**src/rtl/scheduler_multi_issue.sv**
```systemverilog
// scheduler_multi_issue: multi-issue arbiter over policy engine proposals with in-order retirement
//   clock, reset          : rising-edge clock, asynchronous active-low reset
//   mode                  : requested policy index, applied once in-flight grants drain
//   policy_selection/valid: queue proposal and valid flag from each policy engine
//   empty                 : per-queue empty flags
//   consumed              : completion level, each rising edge retires the oldest grant
//   grant, grant_id       : one-cycle issue pulse and the granted queue
//   hasBeenConsumed       : one-hot retirement strobe, same cycle as the consumed edge
//   active_mode, outstanding, draining, protocol_error : status
module scheduler_multi_issue #(
   parameter int NUMBER_OF_QUEUES = 4,
   parameter int NUMBER_OF_POLICIES = 7,
   parameter int MAX_OUTSTANDING = 2,
   parameter int STARVATION_LIMIT = 1024,
   parameter int COUNTER_SIZE = 16,
   localparam int QW = $clog2(NUMBER_OF_QUEUES),
   localparam int PW = NUMBER_OF_POLICIES > 1 ? $clog2(NUMBER_OF_POLICIES) : 1,
   localparam int OW = $clog2(MAX_OUTSTANDING + 1)
) (
   input  logic                                 clock,
   input  logic                                 reset,
   input  logic [PW-1:0]                        mode,
   input  logic [NUMBER_OF_POLICIES-1:0][QW-1:0] policy_selection,
   input  logic [NUMBER_OF_POLICIES-1:0]         policy_valid,
   input  logic [NUMBER_OF_QUEUES-1:0]           empty,
   input  logic                                 consumed,
   output logic                                 grant,
   output logic [QW-1:0]                        grant_id,
   output logic [NUMBER_OF_QUEUES-1:0]           hasBeenConsumed,
   output logic [PW-1:0]                        active_mode,
   output logic [OW-1:0]                        outstanding,
   output logic                                 draining,
   output logic                                 protocol_error
);
   localparam int AW = MAX_OUTSTANDING > 1 ? $clog2(MAX_OUTSTANDING) : 1;
   typedef enum logic {RUN, DRAIN} state_t;
   state_t state;
   logic consumed_ff;
   logic [NUMBER_OF_QUEUES-1:0] in_flight;
   logic [QW-1:0] order [MAX_OUTSTANDING];
   logic [AW-1:0] head, tail;
   logic [COUNTER_SIZE-1:0] wait_count [NUMBER_OF_QUEUES];
   logic [NUMBER_OF_QUEUES-1:0] starved;
   logic completion, retire, issue, cand_valid;
   logic [QW-1:0] cand;
   logic [OW-1:0] outstanding_next;

   function automatic logic [AW-1:0] nxt(input logic [AW-1:0] p);
      return p == AW'(MAX_OUTSTANDING - 1) ? '0 : p + AW'(1);
   endfunction

   assign completion = consumed & ~consumed_ff;
   assign retire = completion && outstanding != '0;
   assign draining = state == DRAIN;
   assign hasBeenConsumed = retire ? NUMBER_OF_QUEUES'(1) << order[head] : '0;
   assign issue = state == RUN && outstanding < OW'(MAX_OUTSTANDING) && cand_valid && !empty[cand] && !in_flight[cand];
   assign outstanding_next = outstanding + OW'(issue) - OW'(retire);

   // Any starved queue suppresses the policy entirely; only a starved queue not already in flight may win.
   always_comb begin
      starved = '0;
      cand = '0;
      cand_valid = 1'b0;
      for (int q = 0; q < NUMBER_OF_QUEUES; q++)
         starved[q] = STARVATION_LIMIT != 0 && wait_count[q] == COUNTER_SIZE'(STARVATION_LIMIT);
      if (|starved) begin
         for (int q = NUMBER_OF_QUEUES - 1; q >= 0; q--)
            if (starved[q] && !in_flight[q]) begin
               cand = QW'(q);
               cand_valid = 1'b1;
            end
      end else begin
         for (int p = 0; p < NUMBER_OF_POLICIES; p++)
            if (active_mode == PW'(p)) begin
               cand = policy_selection[p];
               cand_valid = policy_valid[p];
            end
      end
   end

   always_ff @(posedge clock or negedge reset)
      if (!reset) begin
         state <= RUN;
         active_mode <= '0;
         grant <= 1'b0;
         grant_id <= '0;
         outstanding <= '0;
         protocol_error <= 1'b0;
         consumed_ff <= 1'b1;
         in_flight <= '0;
         head <= '0;
         tail <= '0;
         for (int i = 0; i < MAX_OUTSTANDING; i++) order[i] <= '0;
         for (int q = 0; q < NUMBER_OF_QUEUES; q++) wait_count[q] <= '0;
      end else begin
         consumed_ff <= consumed;
         grant <= issue;
         outstanding <= outstanding_next;
         if (completion && !retire) protocol_error <= 1'b1;
         if (issue) begin
            grant_id <= cand;
            order[tail] <= cand;
            tail <= nxt(tail);
         end
         if (retire) head <= nxt(head);
         in_flight <= (in_flight | (issue ? NUMBER_OF_QUEUES'(1) << cand : '0)) & ~hasBeenConsumed;
         for (int q = 0; q < NUMBER_OF_QUEUES; q++)
            wait_count[q] <= empty[q] || (issue && cand == QW'(q)) ? '0 :
                             wait_count[q] < COUNTER_SIZE'(STARVATION_LIMIT) ? wait_count[q] + 1'b1 : wait_count[q];
         // The mode reload waits for the post-edge outstanding count so the last retirement and the switch share an edge.
         if (state == RUN)
            state <= mode != active_mode ? DRAIN : RUN;
         else if (outstanding_next == '0) begin
            active_mode <= mode;
            state <= RUN;
         end else if (mode == active_mode)
            state <= RUN;
      end
endmodule

```
**config.mk**
```make
export PLATFORM = sky130hd
export DESIGN_NAME = scheduler_multi_issue
export DESIGN_NICKNAME = d
export VERILOG_FILES = /design/src/rtl/scheduler_multi_issue.sv
export SDC_FILE = /design/constraint.sdc
export NUM_CORES = 1
export LEC_CHECK = 0
export ABC_AREA = 1
export CAP_MARGIN = 20
export CORE_MARGIN = 1
export CORE_UTILIZATION = 62
export DETAILED_ROUTE_END_ITERATION = 8
export MAX_ROUTING_LAYER = met4
export PLACE_DENSITY = 0.85
export SYNTH_ARGS = -nofsm -noshare
export SYNTH_HDL_FRONTEND = slang
export SYNTH_SLANG_ARGS = --single-unit
```
**constraint.sdc**
```tcl
create_clock -name clock -period 4.5 [get_ports clock]
set_clock_uncertainty 0.05 [all_clocks]
set_input_delay 0.9 -clock clock [delete_from_list [all_inputs] [get_ports clock]]
set_output_delay 0.9 -clock clock [all_outputs]
set_load 0.02 [all_outputs]
```
Word-level counts from Yosys, hierarchy flattened

Cells that the tools add are included.

Input bits: 31
Register bits: 85
Logic and storage cells: 144

Eq/ne operators: 15
Add/sub/neg operators: 8
Reductions and logical operators: 36
Shift-type cells: 2
Muxes and demuxes: 50
Order comparisons: 9
Bitwise logic cells: 8

Operators with widths:

| kind                                                                    | count |
|---|---|
| 16-bit 2-to-1 mux                                                       | 8 |
| 16-bit by 1-bit adder with 16-bit output (second input constant)        | 4 |
| 16-bit by 11-bit == test with 1-bit output (second input constant)      | 4 |
| 16-bit by 11-bit < comparator with 1-bit output (second input constant) | 4 |
| 2-bit 2-to-1 mux                                                        | 16 |
| 1-bit 2-to-1 mux                                                        | 20 |
| 1-bit logical AND                                                       | 15 |
| 2-bit nonzero test                                                      | 5 |
| 3-bit == test (second input constant)                                   | 3 |
| 4-bit 2-to-1 mux                                                        | 2 |
| 1-bit by 2-bit left shift with 4-bit output (first input constant)      | 2 |
| 1-bit logical NOT                                                       | 7 |
| 3-bit by 2-bit == test with 1-bit output (second input constant)        | 2 |
| 4-bit bitwise AND                                                       | 1 |
| 1-bit binary-select mux with 2-bit select                               | 2 |
| 4-bit bitwise mux                                                       | 1 |
| 2-bit == test (second input constant)                                   | 2 |
| 2-bit >= comparator (second input constant)                             | 2 |
| 2-bit logical NOT                                                       | 2 |
| 1-bit logical OR                                                        | 4 |
| 1-bit NOT with 2-bit output                                             | 2 |
| 4-bit NOT                                                               | 1 |
| 4-bit OR                                                                | 1 |
| 4-bit OR reduction                                                      | 1 |
| other kinds (15)                                                        | 17 |

Logic depth before layout (Yosys ltp)

Word-level depth: 19
Depth in mapped cells: 22
Depth with buffers taken out: 22

Worst setup path after synthesis

No wires, ideal clock.

Path kind: input-to-reg
Start point: in policy_selection[7] (netlist bit)
End point: reg active_mode[0]
Arrival: 2.903 ns
Stages: 19
Data required time: 4.324 ns
Slack: 1.421 ns
Path buffers: 0
Path through: nand4_1 -> nand3_1 -> nor2_1 -> nor2_1 -> nor2_1 -> nand2_2 -> nand2_4 -> nand2_2 -> nand3_4 -> nand3_2 -> ha_1 -> inv_1 -> ha_1 -> xnor2_1 -> xnor2_1 -> nor2_1 -> nand2_1 -> nand2_1 -> o21ai_0

Cells in the longest elaborated chain, start to end: 14
Elaborated cells between the ends (all ways): 17

Ends and longest elaborated chain:

| element                                       | RTL line | RTL |
|---|---|---|
| from (decl)                                   | 23       | `input logic [NUMBER_OF_POLICIES-1:0][QW-1:0] policy_selection,` |
| 2-bit 2-to-1 mux * (4 in a row)               | 74       | `if (active_mode == PW'(p)) begin` |
| 2-bit 2-to-1 mux *                            | 66       | `if (\|starved) begin` |
| 1-bit binary-select mux with 2-bit select     | 56       | `assign issue = state == RUN && outstanding < OW'(MAX_OUTSTANDING) && cand_valid && !empty[cand] && !in_flight[ ...` |
| 1-bit 2-to-1 mux (not written as such)        | 56       |  |
| 1-bit logical NOT                             | 56       |  |
| 1-bit logical AND                             | 56       |  |
| 1-bit logical AND *                           | 56       |  |
| 2-bit by 1-bit adder with 2-bit output *      | 57       | `assign outstanding_next = outstanding + OW'(issue) - OW'(retire);` |
| 2-bit by 1-bit subtractor with 2-bit output * | 57       |  |
| net outstanding_next[1]                       | 46       | `logic [OW-1:0] outstanding_next;` |
| 2-bit logical NOT *                           | 113      | `else if (outstanding_next == '0) begin` |
| 2-bit AND reduction (no source line) *        | n/a      |  |
| to (signal assigned)                          | 114      | `active_mode <= mode;` |
| to (decl)                                     | 30       | `output logic [PW-1:0] active_mode,` |

Mark *: on every way through the listed nets, which the timed path passes. The rest lies on a longest branch. The select of a mux whose other input is x is not followed.
A chain may end at the register's enable or synchronous reset.

Final worst setup path

Start point: in consumed
End point: out hasBeenConsumed[3]

Cells in the longest elaborated chain, start to end: 3

Ends and longest elaborated chain:

| element           | RTL line | RTL |
|---|---|---|
| from (decl)       | 26       | `input logic consumed,` |
| 1-bit bitwise AND | 52       | `assign completion = consumed & ~consumed_ff;` |
| 1-bit logical AND | 53       | `assign retire = completion && outstanding != '0;` |
| 4-bit 2-to-1 mux  | 55       | `assign hasBeenConsumed = retire ? NUMBER_OF_QUEUES'(1) << order[head] : '0;` |
| to (decl)         | 29       | `output logic [NUMBER_OF_QUEUES-1:0] hasBeenConsumed,` |

Every way passes these cells.

==> flow_summary.ini <==
[run_status]
run_status = finished clean

[synth]
synth.avg_cell_area_um2 = 8.064
async_flop_share_pct = 100.0
synth.distinct_cells = 39
yosys.area.top_type_share_pct = 43.09
syn_area_um2 = 4878
yosysTopAreaCell = dfrtp_1
yosysSeqAreaShare_pct = 43.63
synth_cells = 605
yosys-top-cells-area = dfrtp_1, nand2_1, nor2_1, inv_1, xor2_1
syn_nets = 646
ys_warn_count = 0
ys_seq_elements = 85
synth_ff_type = dfrtp_1
synth_edf_count = 0

[detailed_routing]
ant_nets = 0
drtPass1Iterations = 4
routedWlPerCell_um = 12.99
vias_per_cell = 5.182
drtIter0Drc = 198
vias = 3938
drc = 0
drt-total-wl_um = 9873

[hold_path]
hp-class = in -> async

[placed_design]
place.gp.congestion = 0.8679
dpl.hpwl_um = 7295
dp.cells = 743
placed_area_um2 = 5370
pre_cts_slack_ns = 0.7138
port_buffers = 44

[sta]
setup_viol = 0
fin_crit_ns = 3.818
hold_viol = 0
final-max-slew-violation-count = 0
worst_slew_pin_slew_ns = 0.6206
max_freq_ghz = 0.2619
slew_headroom_pct = 58.40
rsz0062_at_grt = false
timing.setup.tns_ns = 0
final.period_utilization_pct = 84.85
worst_slack_ns = 0.6820

[clock_tree]
holdBufCountCts = 0
ctsRootBufferMaster = clkbuf_8
cts_buffers = 9
h-tree-depth = 3
postCtsSetupRepairBufs = 0
worstSkewPairLatency_ns = 0.36
cts_tree = yes
cts_resized = 0
ctsLongestPathBuffers = 2
clock_sinks = 85
clk_pin_slew_worst_paths_ns = 0.09

[floorplan]
ios = 45
core_um2 = 7447
dieWidth_um = 90.71
fp.dieArea_um2 = 8227
fp.dieH_um = 90.71
rows = 31
start_util_pct = 65.51

[worst_setup_path]
crit_fanout = 6
end_kind = output pin
crit_required_ns = 3.55
cp-start-kind = input pin
worst_ep_arrival_time_ns = 2.87
critical_path_class = in -> out

[power_and_ir_drop]
total_power_uw = 2378
irDropWorstVdd_v = 0.0004244
power.leakage_uw = 0.002670
powerDensity_nw_per_um2 = 424.4

[global_routing]
grt_start_max_net_pins = 86
grt_pass1_vias = 3763
gr-total-overflow = 0
grt_use_total_pct = 26.38
antenna_found_initial = 0
grt_first_pass_wirelength_um = 16880

[cells_and_area]
drive_gt1_share_pct = 14.07
nFillCells = 551
antenna_cells = 0
final_area_um2 = 5603
area.growth.synth_to_final_pct = 14.85
nets = 697
stdcell_count = 760

[job]
drv_cap = 0
[state kept, by name, summed over array words and instances, names as in the netlist]
signal / cells
active_mode: 3
grant_id: 2
tail: 1
consumed_ff: 1
draining: 1
outstanding: 2
in_flight: 4
head: 1
protocol_error: 1
grant: 1
wait_count: 64
order: 4
[worst paths after layout]
path | depth (start not counted) | to | start | slack, ns
setup reg to reg | 20 | active_mode[1] | wait_count[0] | 1.04
max in group asynchronous | 2 | consumed_ff | reset | 3.38
setup / recovery | 5 | hasBeenConsumed[3] | consumed | 0.68
min in group clock | 2 | protocol_error | protocol_error | 0.44
hold / removal | 1 | wait_count[51] | reset | 0.37
hold reg to reg | 2 | protocol_error | protocol_error | 0.44
[per-stage QoR]
step | hold slack (ns) | util, %
after floorplan | 0.3914 | -
after global placement | 0.4054 | 72.11
after detailed placement | 0.4124 | 72.11
after CTS | 0.4394 | 74.87
after global routing | 0.3818 | 75.24
final | 0.3706 | 75.24
[cells in the final DEF, fill, tap and decap left out, types with 2 or more instances in the layout]
| cell type | netlist | routed |
|---|---|---|
| inv_2 | 4 | 4 |
| a21oi_1 | 7 | 7 |
| dfrtp_1 | 84 | 84 |
| xnor2_1 | 6 | 6 |
| nand3_1 | 35 | 35 |
| o31ai_1 | 2 | 2 |
| clkdlybuf4s50_1 | 0 | 43 |
| nand3_4 | 2 | 2 |
| xor2_1 | 25 | 25 |
| nor2_4 | 7 | 7 |
| clkbuf_8 | 0 | 9 |
| a21o_1 | 2 | 2 |
| nor3_2 | 6 | 6 |
| inv_1 | 85 | 85 |
| inv_6 | 0 | 2 |
| nand4_4 | 2 | 2 |
| or2_2 | 5 | 5 |
| o21bai_1 | 2 | 2 |
| o21ai_0 | 13 | 13 |
| clkinv_4 | 0 | 2 |
| nand4_1 | 14 | 14 |
| nand4_2 | 2 | 2 |
| nor2_2 | 34 | 34 |
| nand2_4 | 5 | 5 |
| nor3_1 | 14 | 14 |
| o22ai_1 | 3 | 3 |
| ha_1 | 10 | 10 |
| o21ai_1 | 2 | 2 |
| nand2_2 | 5 | 5 |
| nor2_1 | 106 | 106 |
| nand2_1 | 109 | 109 |
[critical path, cell delays in order]
cell             delay (ns)
clkdlybuf4s50_1        0.49
nand2_1                0.08
o21bai_1               0.27
nor3_1                 0.44
clkdlybuf4s50_1        0.69
[synthesized netlist by cell type (7+ instances only)]
library cell	instances
a21oi_1	7
dfrtp_1	84
ha_1	10
inv_1	85
nand2_1	109
nand3_1	35
nand4_1	14
nor2_1	106
nor2_2	34
nor2_4	7
nor3_1	14
o21ai_0	13
xor2_1	25
[power breakdown]
part / switching [uW] / internal (uW) / leakage (uW)
clock network: 292 / 265 / 0.000106
registers: 91.7 / 855 / 0.00114
logic: 564 / 311 / 0.00142
[final cells by class]
| class | count | area [um2] | area share [%] |
|---|---|---|---|
| timing repair buffer | 45 | 465.4 | 8.307 |
| clock inverter | 7 | 81.33 | 1.452 |
| sequential | 85 | 2128 | 37.99 |
| tap | 99 | 123.9 | 2.211 |
| multi-input combinational | 426 | 2346 | 41.87 |
| inverter | 89 | 334.1 | 5.962 |
| clock buffer | 9 | 123.9 | 2.211 |
[cells by family after synthesis]
family,Yosys count,synth area share (%)
AO/OA/AOI/OAI,34,4.052
XOR/XNOR,31,5.566
adder cells (fa/ha/maj),10,2.565
buffers and inverters,94,8.284
flip-flops,85,43.63
AND/OR/NAND/NOR,351,35.91
[metal layers]
layer,vias to the layer above,part of all wire [%],GRT usage [%]
li1,1993,-,-
met1,1843,46,33.81
met2,75,48,41.35
met3,27,3.8,4.209
met5,-,0,-
met4,0,2.5,11.83
Note: power is estimated with default switching activity, not from simulation.
